<file path="src/rtl/mem_arbiter_if.sv">
// Requester/memory bundle of the memory arbiter.
// The arbiter connects through the slave modport, the environment through master.
// arb_state mirrors the arbiter FSM state (0 IDLE, 1 ISSUE, 2 RESP) for observation.
// Handshake: a requester raises *_req and holds it and its payload until *_gnt is
// seen high in the same cycle; the grant is the acceptance, and one *_rvalid pulse
// follows later. On the memory side mem_req and all mem_* fields stay stable until
// the cycle in which mem_ready is high.
interface mem_arbiter_if #(
  parameter int ADDRESS_WIDTH = 32,
  parameter int DATA_WIDTH    = 32
);
  logic                     if_req;
  logic [ADDRESS_WIDTH-1:0] if_addr;
  logic                     if_gnt;
  logic                     if_rvalid;
  logic [DATA_WIDTH-1:0]    if_rdata;
  logic                     d_req;
  logic                     d_we;
  logic [ADDRESS_WIDTH-1:0] d_addr;
  logic [DATA_WIDTH-1:0]    d_wdata;
  logic [3:0]               d_be;
  logic                     d_gnt;
  logic                     d_rvalid;
  logic [DATA_WIDTH-1:0]    d_rdata;
  logic                     rsp_err;
  logic                     mem_req;
  logic                     mem_we;
  logic [ADDRESS_WIDTH-1:0] mem_addr;
  logic [DATA_WIDTH-1:0]    mem_wdata;
  logic [3:0]               mem_be;
  logic [DATA_WIDTH-1:0]    mem_rdata;
  logic                     mem_ready;
  logic [1:0]               arb_state;

  modport slave (
    input  if_req, if_addr, d_req, d_we, d_addr, d_wdata, d_be, mem_rdata, mem_ready,
    output if_gnt, if_rvalid, if_rdata, d_gnt, d_rvalid, d_rdata, rsp_err,
           mem_req, mem_we, mem_addr, mem_wdata, mem_be, arb_state
  );

  modport master (
    output if_req, if_addr, d_req, d_we, d_addr, d_wdata, d_be, mem_rdata, mem_ready,
    input  if_gnt, if_rvalid, if_rdata, d_gnt, d_rvalid, d_rdata, rsp_err,
           mem_req, mem_we, mem_addr, mem_wdata, mem_be, arb_state
  );
endinterface

</file>
<file path="src/rtl/mem_arbiter.sv">
// Shared single-port memory arbiter between instruction fetch and load/store.
// One transaction at a time: IDLE (grant) -> ISSUE (memory handshake) -> RESP.
// Optional macro ARB_ROUND_ROBIN_EN replaces fixed data priority plus fetch
// starvation override with round-robin between the two requesters.
module mem_arbiter #(
  parameter int ADDRESS_WIDTH = 32,
  parameter int DATA_WIDTH    = 32,
  parameter int MAX_WAIT      = 4,
  parameter int TIMEOUT       = 16
) (
  input  logic          clk,
  input  logic          rst,
  mem_arbiter_if.slave  bus
);

  typedef enum logic [1:0] {
    IDLE  = 2'd0,
    ISSUE = 2'd1,
    RESP  = 2'd2
  } state_t;

  localparam logic OWN_IF = 1'b0;
  localparam logic OWN_D  = 1'b1;
  localparam int   TW     = $clog2(TIMEOUT + 1);

  state_t                   state_q, state_d;
  logic                     gnt_if, gnt_d;
  logic                     owner_q;
  logic [ADDRESS_WIDTH-1:0] addr_q;
  logic                     we_q;
  logic [DATA_WIDTH-1:0]    wdata_q;
  logic [3:0]               be_q;
  logic [DATA_WIDTH-1:0]    if_rdata_q, d_rdata_q, rsp_data;
  logic                     err_q;
  logic [TW-1:0]            timeout_cnt;
  logic                     timeout_hit;
  logic                     issue_end;

`ifndef ARB_ROUND_ROBIN_EN
  localparam int WW = $clog2(MAX_WAIT + 1);
  logic [WW-1:0] wait_cnt;

  // Grant decision: data first unless fetch has been denied MAX_WAIT cycles.
  always_comb begin
    gnt_if = 1'b0;
    gnt_d  = 1'b0;
    if (state_q == IDLE) begin
      if (bus.if_req && (wait_cnt >= WW'(MAX_WAIT))) gnt_if = 1'b1;
      else if (bus.d_req)                            gnt_d  = 1'b1;
      else if (bus.if_req)                           gnt_if = 1'b1;
    end
  end

  // Fetch starvation counter: counts denied cycles, saturating, cleared otherwise.
  always_ff @(posedge clk or posedge rst) begin
    if (rst) begin
      wait_cnt <= '0;
    end else if (bus.if_req && !gnt_if) begin
      if (wait_cnt != WW'(MAX_WAIT)) wait_cnt <= wait_cnt + 1'b1;
    end else begin
      wait_cnt <= '0;
    end
  end
`else
  // Grant decision: round-robin on contention, owner_q is the last served.
  always_comb begin
    gnt_if = 1'b0;
    gnt_d  = 1'b0;
    if (state_q == IDLE) begin
      if (bus.if_req && bus.d_req) begin
        if (owner_q == OWN_IF) gnt_d  = 1'b1;
        else                   gnt_if = 1'b1;
      end else if (bus.d_req) begin
        gnt_d = 1'b1;
      end else if (bus.if_req) begin
        gnt_if = 1'b1;
      end
    end
  end
`endif

  assign timeout_hit = !bus.mem_ready && (timeout_cnt == TW'(TIMEOUT - 1));
  assign issue_end   = (state_q == ISSUE) && (bus.mem_ready || timeout_hit);
  assign rsp_data    = (bus.mem_ready && !we_q) ? bus.mem_rdata : '0;

  // State register.
  always_ff @(posedge clk or posedge rst) begin
    if (rst) state_q <= IDLE;
    else     state_q <= state_d;
  end

  // Next-state logic.
  always_comb begin
    state_d = state_q;
    case (state_q)
      IDLE:    if (gnt_if || gnt_d) state_d = ISSUE;
      ISSUE:   if (issue_end)       state_d = RESP;
      RESP:    state_d = IDLE;
      default: state_d = IDLE;
    endcase
  end

  // Capture the granted request; fetches are always full-word reads.
  always_ff @(posedge clk or posedge rst) begin
    if (rst) begin
      addr_q  <= '0;
      we_q    <= 1'b0;
      wdata_q <= '0;
      be_q    <= 4'b0000;
      owner_q <= OWN_IF;
    end else if (gnt_d) begin
      addr_q  <= bus.d_addr;
      we_q    <= bus.d_we;
      wdata_q <= bus.d_wdata;
      be_q    <= bus.d_be;
      owner_q <= OWN_D;
    end else if (gnt_if) begin
      addr_q  <= bus.if_addr;
      we_q    <= 1'b0;
      wdata_q <= '0;
      be_q    <= 4'b1111;
      owner_q <= OWN_IF;
    end
  end

  // Issue-cycle counter, running only while waiting on the memory.
  always_ff @(posedge clk or posedge rst) begin
    if (rst)                    timeout_cnt <= '0;
    else if (state_q == ISSUE)  timeout_cnt <= timeout_cnt + 1'b1;
    else                        timeout_cnt <= '0;
  end

  // Response capture at the end of ISSUE; rdata holds until the owner's next response.
  always_ff @(posedge clk or posedge rst) begin
    if (rst) begin
      if_rdata_q <= '0;
      d_rdata_q  <= '0;
      err_q      <= 1'b0;
    end else if (issue_end) begin
      if (owner_q == OWN_D) d_rdata_q  <= rsp_data;
      else                  if_rdata_q <= rsp_data;
      err_q <= !bus.mem_ready;
    end
  end

  assign bus.if_gnt    = gnt_if;
  assign bus.d_gnt     = gnt_d;
  assign bus.if_rvalid = (state_q == RESP) && (owner_q == OWN_IF);
  assign bus.d_rvalid  = (state_q == RESP) && (owner_q == OWN_D);
  assign bus.if_rdata  = if_rdata_q;
  assign bus.d_rdata   = d_rdata_q;
  assign bus.rsp_err   = (state_q == RESP) && err_q;
  assign bus.mem_req   = (state_q == ISSUE);
  assign bus.mem_we    = (state_q == ISSUE) && we_q;
  assign bus.mem_addr  = (state_q == ISSUE) ? addr_q  : '0;
  assign bus.mem_wdata = (state_q == ISSUE) ? wdata_q : '0;
  assign bus.mem_be    = (state_q == ISSUE) ? be_q    : 4'b0000;
  assign bus.arb_state = state_q;

endmodule

</file>
<file path="src/flat_wrapper.sv">
// flat-port wrapper written by rule: the top's interface ports become plain ports
module mem_arbiter_flat 
#(
  parameter int ADDRESS_WIDTH = 32,
  parameter int DATA_WIDTH    = 32,
  parameter int MAX_WAIT      = 4,
  parameter int TIMEOUT       = 16
)
  (clk, rst, bus_if_req, bus_if_addr, bus_d_req, bus_d_we, bus_d_addr, bus_d_wdata, bus_d_be, bus_mem_rdata, bus_mem_ready, bus_if_gnt, bus_if_rvalid, bus_if_rdata, bus_d_gnt, bus_d_rvalid, bus_d_rdata, bus_rsp_err, bus_mem_req, bus_mem_we, bus_mem_addr, bus_mem_wdata, bus_mem_be, bus_arb_state);
  mem_arbiter_if #(.ADDRESS_WIDTH(ADDRESS_WIDTH), .DATA_WIDTH(DATA_WIDTH)) bus_i ();
  input  logic clk;
  input  logic rst;
  input wire logic [$bits(bus_i.if_req)-1:0] bus_if_req;
  input wire logic [$bits(bus_i.if_addr)-1:0] bus_if_addr;
  input wire logic [$bits(bus_i.d_req)-1:0] bus_d_req;
  input wire logic [$bits(bus_i.d_we)-1:0] bus_d_we;
  input wire logic [$bits(bus_i.d_addr)-1:0] bus_d_addr;
  input wire logic [$bits(bus_i.d_wdata)-1:0] bus_d_wdata;
  input wire logic [$bits(bus_i.d_be)-1:0] bus_d_be;
  input wire logic [$bits(bus_i.mem_rdata)-1:0] bus_mem_rdata;
  input wire logic [$bits(bus_i.mem_ready)-1:0] bus_mem_ready;
  output wire logic [$bits(bus_i.if_gnt)-1:0] bus_if_gnt;
  output wire logic [$bits(bus_i.if_rvalid)-1:0] bus_if_rvalid;
  output wire logic [$bits(bus_i.if_rdata)-1:0] bus_if_rdata;
  output wire logic [$bits(bus_i.d_gnt)-1:0] bus_d_gnt;
  output wire logic [$bits(bus_i.d_rvalid)-1:0] bus_d_rvalid;
  output wire logic [$bits(bus_i.d_rdata)-1:0] bus_d_rdata;
  output wire logic [$bits(bus_i.rsp_err)-1:0] bus_rsp_err;
  output wire logic [$bits(bus_i.mem_req)-1:0] bus_mem_req;
  output wire logic [$bits(bus_i.mem_we)-1:0] bus_mem_we;
  output wire logic [$bits(bus_i.mem_addr)-1:0] bus_mem_addr;
  output wire logic [$bits(bus_i.mem_wdata)-1:0] bus_mem_wdata;
  output wire logic [$bits(bus_i.mem_be)-1:0] bus_mem_be;
  output wire logic [$bits(bus_i.arb_state)-1:0] bus_arb_state;
  assign bus_i.if_req = bus_if_req;
  assign bus_i.if_addr = bus_if_addr;
  assign bus_i.d_req = bus_d_req;
  assign bus_i.d_we = bus_d_we;
  assign bus_i.d_addr = bus_d_addr;
  assign bus_i.d_wdata = bus_d_wdata;
  assign bus_i.d_be = bus_d_be;
  assign bus_i.mem_rdata = bus_mem_rdata;
  assign bus_i.mem_ready = bus_mem_ready;
  assign bus_if_gnt = bus_i.if_gnt;
  assign bus_if_rvalid = bus_i.if_rvalid;
  assign bus_if_rdata = bus_i.if_rdata;
  assign bus_d_gnt = bus_i.d_gnt;
  assign bus_d_rvalid = bus_i.d_rvalid;
  assign bus_d_rdata = bus_i.d_rdata;
  assign bus_rsp_err = bus_i.rsp_err;
  assign bus_mem_req = bus_i.mem_req;
  assign bus_mem_we = bus_i.mem_we;
  assign bus_mem_addr = bus_i.mem_addr;
  assign bus_mem_wdata = bus_i.mem_wdata;
  assign bus_mem_be = bus_i.mem_be;
  assign bus_arb_state = bus_i.arb_state;
  mem_arbiter #(.ADDRESS_WIDTH(ADDRESS_WIDTH), .DATA_WIDTH(DATA_WIDTH), .MAX_WAIT(MAX_WAIT), .TIMEOUT(TIMEOUT)) u_core (.clk(clk), .rst(rst), .bus(bus_i));
endmodule
</file>
<file path="config.mk">
export PLATFORM = sky130hd
export DESIGN_NAME = mem_arbiter_flat
export DESIGN_NICKNAME = d
export VERILOG_FILES = /design/src/rtl/mem_arbiter_if.sv /design/src/rtl/mem_arbiter.sv /design/src/flat_wrapper.sv
export SDC_FILE = /design/constraint.sdc
export NUM_CORES = 1
export LEC_CHECK = 0
export ABC_AREA = 1
export CAP_MARGIN = 20
export CORE_MARGIN = 1
export CORE_UTILIZATION = 33
export CTS_CLUSTER_DIAMETER = 60
export DETAILED_ROUTE_END_ITERATION = 8
export GPL_TIMING_DRIVEN = 0
export PLACE_DENSITY = 0.71
export SLEW_MARGIN = 20
export SYNTH_ARGS = -nofsm -noshare
export SYNTH_HDL_FRONTEND = slang
export SYNTH_SLANG_ARGS = --single-unit
</file>
<file path="constraint.sdc">
create_clock -name clk -period 6.2 [get_ports clk]
set_input_delay 0.62 -clock clk [delete_from_list [all_inputs] [get_ports clk]]
set_output_delay 0.62 -clock clk [all_outputs]
set_load 0.005 [all_outputs]
</file>
==> reports/summary.md, run 1 <==
Headroom to the max-slew limit came out at 67.0%. The portion of total power attributed to the clock network is 23.0%, and the detailed-route wire length is 20700 µm. The logs give 2.43 ns for the critical path data arrival time and 0 for the total DRC errors in the routed layout.

Sorting the synthesized cells by how often they occur yields sky130_fd_sc_hd__nand2_1 (334), sky130_fd_sc_hd__inv_1 (180), sky130_fd_sc_hd__dfrtp_1 (145), sky130_fd_sc_hd__nor2_1 (115), sky130_fd_sc_hd__nand3_1 (34). The tools report the count of max-cap constraint violations as 0. The path class of the lowest-slack min-delay path is flip-flop to flip-flop. In the routed layout, each cell is associated on average with a via count of 4.40. Setup skew after layout: 0.00733 ns. The floorplan has 53 rows. The clock-pin slew on the worst setup and hold paths works out to 0.06 ns.

The most common cell in the synthesized netlist was sky130_fd_sc_hd__nand2_1. Setup repair after global routing left no endpoint under its margin. Launching element of the worst setup path: bus_if_req.

The flow ran to the end, and the final reports show no timing, DRC or antenna violations. The max-slew violation total from the final report was 0. The routed design could run at a clock period as short as 3.05 ns. The count of boundary I/O pins was 279; the starting utilization of the core area was 33.6%. The post-route netlist has 6.41% of its cells at a drive strength greater than 1. The number of buffers between clock root and the deepest sink was 2; the maximum vdd ir drop was 189 µV. The run gives 6763 as the total number of vias.

Internal power comes to 2.99 mW. The logs give 5.58 ns for the data required time of the worst path and 6592 for the via count of the first global-routing pass. TritonCTS built the clock tree. Per report_power, the combinational group accounts for 44.3% of the total.

The tools report the achievable frequency as 0.328 GHz. For the TritonCTS sink count, the log shows 145. In this run the static leakage power is 5.58 nW. The initial antenna violation count is 0. Synthesis produced 954 cells. The distinct cell type count of the synthesized netlist is 24, and the clock buffer count from CTS is 17.

The tools report the post-cts repair resize count as 0. The repair_antennas step left the layout with diodes totalling 0. Before antenna repair, the detailed router went through 6 iterations. The tools report the count of antenna-violating nets left after detailed routing as 0. The element type at the critical path end is an output port. Prior to clock tree synthesis, the placed netlist has a worst setup slack of 3.12 ns.

In this run switching power makes up 35.5% of total power. For this run, asynchronously set or reset flops after synthesis account for 100%. The critical path start-end classification was input pin to output port. The height of the die was 148 µm; the average footprint of a synthesized cell was 7.40 µm². The library cell used as clock root buffer was sky130_fd_sc_hd__clkbuf_16.

Global routing used 19.4% of the available tracks across all layers. The synthesized design spends more area on one cell type than any other, namely sky130_fd_sc_hd__dfrtp_1. By area the synthesized netlist is led by sky130_fd_sc_hd__dfrtp_1 (51%), sky130_fd_sc_hd__nand2_1 (18%), sky130_fd_sc_hd__inv_1 (9.6%), sky130_fd_sc_hd__nor2_1 (6.1%), sky130_fd_sc_hd__nand4_1 (2.8%). The estimated wirelength of the detail-placed design is 15400 µm, and the worst-margin pin slew is 0.495 ns.

The detailed router finished its first iteration with 354 violations. The share of the synthesized area in the top cell type is 51.4%. The layout filler cell count came out at 2025.

Compared with the post-synthesis result, the final layout area differs by 53.2%. For this run, the register share of the synthesized area comes to 51.4%. The count of state elements after synthesis is 145, and the setup-violating endpoint count in the final report is 0. Hold path startpoint: u_core.timeout_cnt[0].

The tools report the area of the mapped netlist as 7060 µm². Buffers added to address setup during post-CTS repair amount to 0. Dividing the detail-routed wire length by the instance count gives 13.5 µm. The global route total overflow is 0. The setup slack of the most critical reg-to-reg path is 4.33 ns, and the number of buffer cells added on primary ports is 277. In this run the worst path has a maximum fanout of 10. Routability-driven placement finished with a final weighted congestion of 0.906. The worst setup path is launched from an input pin. The run gives 0 as the final count of hold timing violations. For the worst-skew pair, the clock arrives at the later sink with an insertion delay of 0.41 ns. The run gives 92 as the pin count of the biggest net entering global routing.

Dividing total power by cell area gives a power density of 429 nW/µm². Area of the die: 22000 µm². The end-of-flow core utilization was 51.4%. During synthesis, Yosys emitted a total of 0 warnings. The H-tree depth reported by CTS is 4. The first global-routing pass estimated 33200 µm of wire. The synthesized design contains 0 enable-type register cells. In this run the power spent charging and discharging nets is 1.65 mW. In this run the standard cell core region covers 21000 µm². The portion of the clock cycle consumed by the worst path in the final layout came out at 49.1%.

The tools report the launching point of the worst reg2reg path as u_core.timeout_cnt[0]. For this run, the leading register cell type out of synthesis is sky130_fd_sc_hd__dfrtp_1. The share of power burned in registers came out at 32.8%. The final worst setup slack was 3.15 ns; the x dimension of the die was 148 µm. The number of nets handed over by synthesis was 1096. The net count of the finished layout is 1393.

In this run, post-CTS hold repair placed 0 buffers. On the final layout, the worst hold slack is 0.468 ns.
==> worst max-delay path, stage by stage <==
cell	delay, ns
sky130_fd_sc_hd__clkdlybuf4s50_1	0.47
sky130_fd_sc_hd__nand2_1	0.27
sky130_fd_sc_hd__nand3_2	0.14
sky130_fd_sc_hd__inv_2	0.16
sky130_fd_sc_hd__buf_2	0.23
sky130_fd_sc_hd__clkdlybuf4s50_1	0.53
==> layout make-up <==
| type | instances | area, µm² | area share [%] |
|---|---|---|---|
| Buffer | 51 | 312 | 2.88 |
| Clock buffer | 18 | 429 | 3.97 |
| Clock inverter | 13 | 176 | 1.63 |
| Inverter | 185 | 704 | 6.51 |
| Multi-Input combinational cell | 573 | 2420 | 22.4 |
| Sequential cell | 145 | 3630 | 33.6 |
| Tap cell | 275 | 344 | 3.18 |
| Timing Repair Buffer | 278 | 2800 | 25.9 |
==> stage by stage <==
stage	instances	cell area, µm²	power, mW	TNS, ns
finish	1538	10800	4.64	0
global route	1538	10800	5.00	0
CTS	1538	10800	4.70	0
detailed placement	1507	10200	3.61	0
global placement	1506	10200	3.57	-83.43
floorplan	954	7060	2.51	0
==> cell families after synthesis <==
family                   Yosys count  share of synthesized area [%]
buffers and inverters            236                           14.3
AO/OA/AOI/OAI                     46                           3.35
AND/OR/NAND/NOR                  521                           30.0
adder cells (fa/ha/maj)            4                          0.709
flip-flops                       145                           51.4
XOR/XNOR                           2                          0.248
==> power groups by stage <==
stage	logic, mW	clock network (mW)	registers, mW
final	2.06	1.07	1.52
after global routing	2.30	1.14	1.56
after CTS	2.09	1.09	1.52
after detailed placement	2.08	0	1.53
after global placement	2.05	0	1.52
after floorplan	0.996	0	1.51
==> placed cells by master, fill, tap and decap left out, drive strengths merged <==
cell           netlist  layout
nor2               117     117
xor2                 1       1
nand2              336     336
clkdlybuf4s50        0     277
a21oi                4       4
dfrtp              145     145
clkinv               2       4
clkinvlp             0       3
xnor2                1       1
buf                 38      39
o31ai                1       1
bufinv               0       3
ha                   4       4
nand3               35      35
inv                183     188
nand4               32      32
clkbuf              13      31
nor3                 1       1
o21ai               41      41
==> worst paths after layout <==
kind                                                 to  depth (start not counted)
worst max-delay path                          bus_d_gnt                          6
worst min-delay path              u_core.timeout_cnt[0]                          1
worst max register to register   u_core.bus.if_rdata[7]                         11
worst min register to register    u_core.timeout_cnt[0]                          1
max in group asynchronous             u_core.addr_q[24]                          3
min in group asynchronous       u_core.bus.if_rdata[29]                          2
==> sequential cells by signal, indices dropped and copies added, names as in the netlist <==
register / count
u_core.owner_q: 1
u_core.bus.arb_state: 2
u_core.timeout_cnt: 5
u_core.err_q: 1
u_core.be_q: 4
u_core.wdata_q: 32
u_core.we_q: 1
u_core.bus.if_rdata: 32
u_core.wait_cnt: 3
u_core.addr_q: 32
u_core.bus.d_rdata: 32
==> per-layer routing <==
metal  global-route usage, %  up-vias  routed length [µm]
met5                       0        -                   0
met4                    5.93        0                 318
met3                    5.61       21                1600
met2                    31.9      247                9690
met1                    24.4     3092                9090
li1                        -     3403                   -
Power figures use the tool's default switching activity.
==> run 2, diff against run 1 <==
clock period = 2.95 ns   (was 6.2 ns; I/O delays follow)
==> run 2 against run 1 <==
Against the previous run:
- die area unchanged
- clock power rose by 98%
- combinational power up 110%
- flip-flop and latch count is the same
- non-clock buffer count up 4
- critical path depth unchanged
- clock-buffer cell count grew 1
- final cell count increased by 0.26%
- worst setup slack lost 2.7 ns
- design area up 0.36%
- global-route usage shrank 0.19 points
==> reports/summary.md, run 2 (same netlist as run 1, synthesis figures left out) <==
The run finished with clean final reports. Global-route wire length before repair: 32900 µm (was 33200 µm). The logs give 20600 µm (was 20700 µm) for the detailed-route wire length and 5 (was 6) for the total iterations of the first detailed-routing run.

The TritonCTS sink count was 145 (unchanged); the area occupied by multi-input gates was 2420 µm² (unchanged). The summed area of non-filler cells in the final layout was 10900 µm² (was 10800 µm²). The tools report the power after layout as 9.63 mW (was 4.64 mW). The element type at the critical path end is an output port (unchanged).

Combined buffer and inverter count along the critical path: 4 (unchanged). Library cell used as clock root buffer: sky130_fd_sc_hd__clkbuf_16 (unchanged). The routed via count divided by cell count was 4.38 (was 4.40). For the final worst setup slack, the log shows 0.430 ns (was 3.15 ns).

The logs give 0 (unchanged) for the antenna cell count and 0 (unchanged) for the count of antenna-violating nets left after detailed routing. The data required time of the worst path was 2.65 ns (was 5.58 ns); the clock-pin slew on the worst setup and hold paths was 0.06 ns (about the same). The layout-stage area growth over the synthesis result is 53.8% (was 53.2%), and the via count of the first global-routing pass is 6536 (was 6592). The setup-violating endpoint count in the final report was 0 (unchanged). The run gives 3630 µm² (unchanged) as the footprint of the flip-flops and latches.

The routed length per instance was 13.3 µm (was 13.5 µm); the number of buffers between clock root and the deepest sink was 2 (unchanged). Ordered cell list for the critical path: inv_2 -> nand2_1 -> buf_2 -> buf_2 -> nor2_1 -> clkdlybuf4s50_1 (was clkdlybuf4s50_1 -> nand2_1 -> nand3_2 -> inv_2 -> buf_2 -> clkdlybuf4s50_1). The area of the die was 22000 µm² (unchanged). The critical path data arrival time is 2.23 ns (was 2.43 ns). The run gives 0 (unchanged) as the post-cts repair resize count. The run gives 66.7% (was 67.0%) as the normalized max-slew margin. The setup slack of the most critical reg-to-reg path was 1.06 ns (was 4.33 ns). The critical path start-end classification is flip-flop to output port (was input pin to output port). Based on the critical path, the design can be clocked at up to 0.397 GHz. The clock buffer count from CTS is 17 (unchanged). The height of the die is 148 µm (unchanged), and the total global-route track usage is 19.2% (was 19.4%).

Cell family contributing the most delay on the critical path: buffers and inverters (unchanged). The total DRC errors in the routed layout came out at 0 (unchanged). The clock network latency to the later pin of the worst-skew pair was 0.41 ns (about the same); the final count of hold timing violations was 0 (unchanged). For the finished layout, the period the worst path requires is 2.52 ns. The static leakage power is 5.59 nW (was 5.58 nW), and the pin count of the biggest net entering global routing is 33 (was 92).

The post-placement setup slack was 0.535 ns (was 3.12 ns). Of the available clock period, the critical path in the final layout requires 85.4%. The count of max-cap constraint violations came out at 0 (unchanged).

The starting utilization of the core area is 33.6% (unchanged), and the global placement routability congestion is 0.836 (was 0.906). Setup repair after global routing left no endpoint under its margin. The setup TNS after final layout is 0 ns (unchanged), and the largest incremental delay on the critical path is 0.50 ns (was 0.53 ns). The estimated wirelength of the detail-placed design was 15600 µm (was 15400 µm).

The initial antenna violation count is 0 (unchanged). For the placed cell area, the log shows 10300 µm² (was 10200 µm²). The path class of the lowest-slack min-delay path is input pin to asynchronous set/reset pin (was flip-flop to flip-flop). The tools report the H-tree depth reported by CTS as 4 (unchanged). Row count: 53 (unchanged). The fraction of final layout cells with drive strength greater than 1 was 6.63% (was 6.41%); the power per standard cell area was 888 nW/µm² (was 429 nW/µm²). The tools report the layout net count as 1397 (was 1393). Critical path startpoint category: a flip-flop (was an input pin). Number of buffer cells added on primary ports: 277 (unchanged). The leading cell type in the layout, fill and taps excluded was sky130_fd_sc_hd__nand2_1 (unchanged). The dominant cell type by count on the critical path is sky130_fd_sc_hd__buf_2 (was sky130_fd_sc_hd__clkdlybuf4s50_1). The peak fanout along the critical path came out at 10 (unchanged). Highest-count cells in the layout ignoring fill and taps: sky130_fd_sc_hd__nand2_1 (334), sky130_fd_sc_hd__clkdlybuf4s50_1 (277), sky130_fd_sc_hd__inv_1 (179), sky130_fd_sc_hd__dfrtp_1 (145), sky130_fd_sc_hd__nor2_1 (115) (unchanged). The cell with the biggest individual delay on the critical path is sky130_fd_sc_hd__clkdlybuf4s50_1 (unchanged). The x dimension of the die was 148 µm (unchanged). The total number of vias was 6756 (was 6763); the end-of-flow core utilization was 51.6% (was 51.4%). The run gives 0.00955 ns (was 0.00733 ns) as the setup skew after layout.

TritonCTS built the clock tree. The maximum vdd ir drop is 429 µV (was 189 µV). The max-slew violation total from the final report was 0 (unchanged); the area of the core region was 21000 µm² (unchanged).

The count of boundary I/O pins was 279 (unchanged); the worst-margin pin slew was 0.500 ns (was 0.495 ns). The hold buffer count at CTS is 0 (unchanged), and the global route total overflow is 0 (unchanged). The layout filler cell count was 2007 (was 2025).

The logs give 0 (unchanged) for the setup fix buffers added after clock tree synthesis and 348 (was 354) for the violation count after the first detailed-routing iteration.
-- run 2: cell types whose count changed in the layout (fill, tap and decap cells not counted) --
cell	before	now
sky130_fd_sc_hd__buf_12	0	4
sky130_fd_sc_hd__clkinv_2	2	4
sky130_fd_sc_hd__clkinvlp_4	3	5
sky130_fd_sc_hd__inv_8	2	0
sky130_fd_sc_hd__bufinv_16	3	2
sky130_fd_sc_hd__clkbuf_1	14	15
sky130_fd_sc_hd__clkinv_4	2	1
sky130_fd_sc_hd__inv_6	4	3
-- run 2: cell type report --
type	instances	share of cell area (%)
Buffer	51	2.87
Clock buffer	19	3.99
Clock inverter	12	1.25
Inverter	185	6.46
Multi-Input combinational cell	573	22.3
Sequential cell	145	33.4
Tap cell	275	3.17
Timing Repair Buffer	282	26.5
-- run 2: routing by layer --
metal	up-vias	share of wire [%]	track usage, %
met1	3072	44	23.7
met5	-	0	0
li1	3415	-	-
met2	250	48	32.4
met3	19	7.0	5.28
met4	0	1.4	5.77
-- run 2: worst paths after layout --
path / startpoint / end / cells past startpoint
worst max-delay path: u_core.bus.arb_state[1] / bus_mem_we / 6
worst min-delay path: rst / u_core.bus.arb_state[1] / 2
worst max register to register: u_core.timeout_cnt[0] / u_core.bus.d_rdata[1] / 11
worst min register to register: u_core.timeout_cnt[0] / u_core.timeout_cnt[0] / 1
max in group asynchronous: rst / u_core.wdata_q[0] / 4
min in group clk: bus_d_req / u_core.addr_q[30] / 4
-- run 2: where the power goes --
part           switching (mW)  internal [mW]
sequential              0.398           2.80
combinational            2.16           2.16
clock                   0.868           1.25
-- run 2: stage by stage --
stage / cells / hold slack [ns]
after floorplan: 954 / 0.380
after global placement: 1506 / 0.451
after detailed placement: 1511 / 0.456
after CTS: 1542 / 0.234
after global routing: 1542 / 0.244
final: 1542 / 0.250
==> run 3, diff against run 2 <==
CORE_UTILIZATION = 39   (was 33)
GPL_TIMING_DRIVEN = unset   (was 0)
PLACE_DENSITY = 0.8   (was 0.71)
==> run 3 against run 2 <==
Against the previous run:
- design area fell by 3.1%
- critical endpoint is now bus_mem_be[1]
- largest cell class unchanged
- die area fell by 15%
- clock-buffer cell count fell by 2
- via count barely moved
==> reports/summary.md, run 3 (same netlist as run 1, synthesis figures left out) <==
The maximum vdd ir drop is 509 µV (was 429 µV), and the static leakage power is 5.44 nW (was 5.59 nW). The placed cell area was 9950 µm² (was 10300 µm²). The clock buffer count from CTS is 17 (unchanged). Setup repair after global routing left no endpoint under its margin. The routed via count divided by cell count works out to 4.65 (was 4.38). The tools report the portion of total power attributed to the clock network as 22.2% (was 22.0%).

For the share of power burned in registers, the log shows 33.9% (was 33.1%). Highest-count cells in the layout ignoring fill and taps: sky130_fd_sc_hd__nand2_1 (333), sky130_fd_sc_hd__clkdlybuf4s50_1 (278), sky130_fd_sc_hd__inv_1 (179), sky130_fd_sc_hd__dfrtp_1 (145), sky130_fd_sc_hd__nor2_1 (115) (was sky130_fd_sc_hd__nand2_1 (334), sky130_fd_sc_hd__clkdlybuf4s50_1 (277), sky130_fd_sc_hd__inv_1 (179), sky130_fd_sc_hd__dfrtp_1 (145), sky130_fd_sc_hd__nor2_1 (115)). For the area of the die, the log shows 18600 µm² (was 22000 µm²). The launching element of the worst setup path was u_core.bus.arb_state[1] (unchanged). The initial antenna violation count was 0 (unchanged); the number of buffer cells added on primary ports was 278 (was 277).

The normalized max-slew margin is 48.3% (was 66.7%). The power after layout is 9.50 mW (was 9.63 mW). The setup fix buffers added after clock tree synthesis was 0 (unchanged). Critical path start-end classification: flip-flop to output port (unchanged). The portion of the clock cycle consumed by the worst path in the final layout was 79.8% (was 85.4%); the summed area of non-filler cells in the final layout was 10500 µm² (was 10900 µm²). The count of max-cap constraint violations came out at 0 (unchanged). The total global-route track usage was 22.6% (was 19.2%); the achievable frequency was 0.425 GHz (was 0.397 GHz). The worst hold slack after final layout is 0.426 ns (was 0.250 ns), and the total DRC errors in the routed layout is 0 (unchanged). Row count: 48 (was 53). The run gives 0 (unchanged) as the post-cts repair resize count. The post-placement setup slack was 0.854 ns (was 0.535 ns).

The tools report the layout net count as 1355 (was 1397). The antenna cell count came out at 0 (unchanged). The routed length per instance was 14.1 µm (was 13.3 µm).

The run gives 60.2% (was 51.6%) as the end-of-flow core utilization. TritonCTS built the clock tree. The data required time of the worst path came out at 2.65 ns (about the same). The launching point of the worst reg2reg path was u_core.timeout_cnt[0] (unchanged). Layout-stage area growth over the synthesis result: 49.1% (was 53.8%). The switching power share of the total is 36.7% (was 35.6%). The x dimension of the die was 137 µm (was 148 µm); the setup TNS after final layout was 0 ns (unchanged). Power per standard cell area: 903 nW/µm² (was 888 nW/µm²). The area of the core region was 17500 µm² (was 21000 µm²).

The clock network latency to the later pin of the worst-skew pair is 0.42 ns (was 0.41 ns), and the starting utilization of the core area is 40.4% (was 33.6%). The hold buffer count at CTS is 0 (unchanged), and the setup skew after layout is 0.0126 ns (was 0.00955 ns). The via count of the first global-routing pass is 6688 (was 6536). The run gives 0 (unchanged) as the global route total overflow.

The logs give 279 (unchanged) for the count of boundary I/O pins and 405 (was 348) for the violation count after the first detailed-routing iteration. The fraction of final layout cells with drive strength greater than 1 was 4.73% (was 6.63%); the detailed-route wire length was 20500 µm (was 20600 µm). The leading cell type in the layout, fill and taps excluded was sky130_fd_sc_hd__nand2_1 (unchanged). The path class of the lowest-slack min-delay path was input pin to flip-flop (was input pin to asynchronous set/reset pin). For the global-route wire length before repair, the log shows 32600 µm (was 32900 µm). The internal power was 6.01 mW (was 6.20 mW); the H-tree depth reported by CTS was 4 (unchanged).

The logs give 6750 (was 6756) for the total number of vias and 0 (unchanged) for the final count of hold timing violations. The count of antenna-violating nets left after detailed routing came out at 0 (unchanged). The total iterations of the first detailed-routing run came out at 5 (unchanged). The startpoint identified for the worst hold timing path is bus_d_wdata[1]. The setup-violating endpoint count in the final report is 0 (unchanged), and the count of non-filler cells in the finished layout is 1451 (was 1542). The clock-pin slew on the worst setup and hold paths was 0.06 ns (about the same). The critical path data arrival time came out at 2.06 ns (was 2.23 ns). Element type at the critical path end: an output port (unchanged). The estimated wirelength of the detail-placed design is 14100 µm (was 15600 µm).

The max-slew violation total from the final report came out at 0 (unchanged). The TritonCTS sink count was 145 (unchanged). The library cell used as clock root buffer is sky130_fd_sc_hd__clkbuf_16 (unchanged).

The global placement routability congestion came out at 0.876 (was 0.836). The pin count of the biggest net entering global routing is 146 (was 33), and the final critical-path required period is 2.35 ns (was 2.52 ns). The worst-margin pin slew was 0.776 ns (was 0.500 ns); the final worst setup slack was 0.596 ns (was 0.430 ns). For the number of buffers between clock root and the deepest sink, the log shows 2 (unchanged).

The run finished with clean final reports. The part of the total power dissipated in combinational logic is 43.9% (was 44.9%). The run gives 3.48 mW (was 3.43 mW) as the net load switching power.

The run gives 1419 (was 1511) as the cell total after placement. Height of the die: 137 µm (was 148 µm). The critical path startpoint category was a flip-flop (unchanged). The peak fanout along the critical path was 47 (was 10).
-- run 3: changes by cell type in the layout (fill, tap and decap cells not counted), sizes merged --
cell           previous run  this run
inv                     185       189
clkdlybuf4s50           277       278
buf                      43        13
clkbuf                   32        17
bufinv                    2         1
-- run 3: area by class of cell --
cell class / count / area [µm²]
sequential: 145 / 3630
clock buffer: 17 / 425
tap: 225 / 282
timing repair buffer: 291 / 2910
inverter: 185 / 701
clock inverter: 15 / 149
fill: 1571 / 6960
multi-input combinational: 573 / 2430
-- run 3: final timing paths --
| check | endpoint | slack (ns) | cells after the start |
|---|---|---|---|
| min in group asynchronous | u_core.bus.if_rdata[3] | 0.52 | 3 |
| max in group asynchronous | u_core.wait_cnt[0] | 1.88 | 3 |
| hold / removal | u_core.wdata_q[1] | 0.43 | 3 |
| setup reg to reg | u_core.bus.d_rdata[0] | 0.87 | 10 |
| setup / recovery | bus_mem_be[1] | 0.60 | 5 |
| hold reg to reg | u_core.timeout_cnt[0] | 0.47 | 1 |
-- run 3: power groups by stage --
stage               Combinational [mW]  Clock (mW)  Sequential (mW)
detailed placement                4.19           0             3.24
CTS                               4.21        2.15             3.22
finish                            4.17        2.11             3.22
floorplan                         2.09           0             3.18
global route                      4.64        2.24             3.30
global placement                  4.10           0             3.21
-- run 3: per-layer routing --
metal	vias up	GRT usage, %	wire [µm]	share of wire, %
li1	3327	-	-	-
met1	3107	27.8	8630	42
met2	286	38.4	9900	48
met3	30	5.67	1640	8.0
met4	0	7.96	352	1.7
met5	-	0	0	0
-- run 3: critical path, cell delays in order, from the launching register on --
cell and delay, ns:
sky130_fd_sc_hd__dfrtp_1 0.45, sky130_fd_sc_hd__inv_2 0.06, sky130_fd_sc_hd__nand2_2 0.07, sky130_fd_sc_hd__buf_4 0.43, sky130_fd_sc_hd__nor2_1 0.12, sky130_fd_sc_hd__clkdlybuf4s50_1 0.48
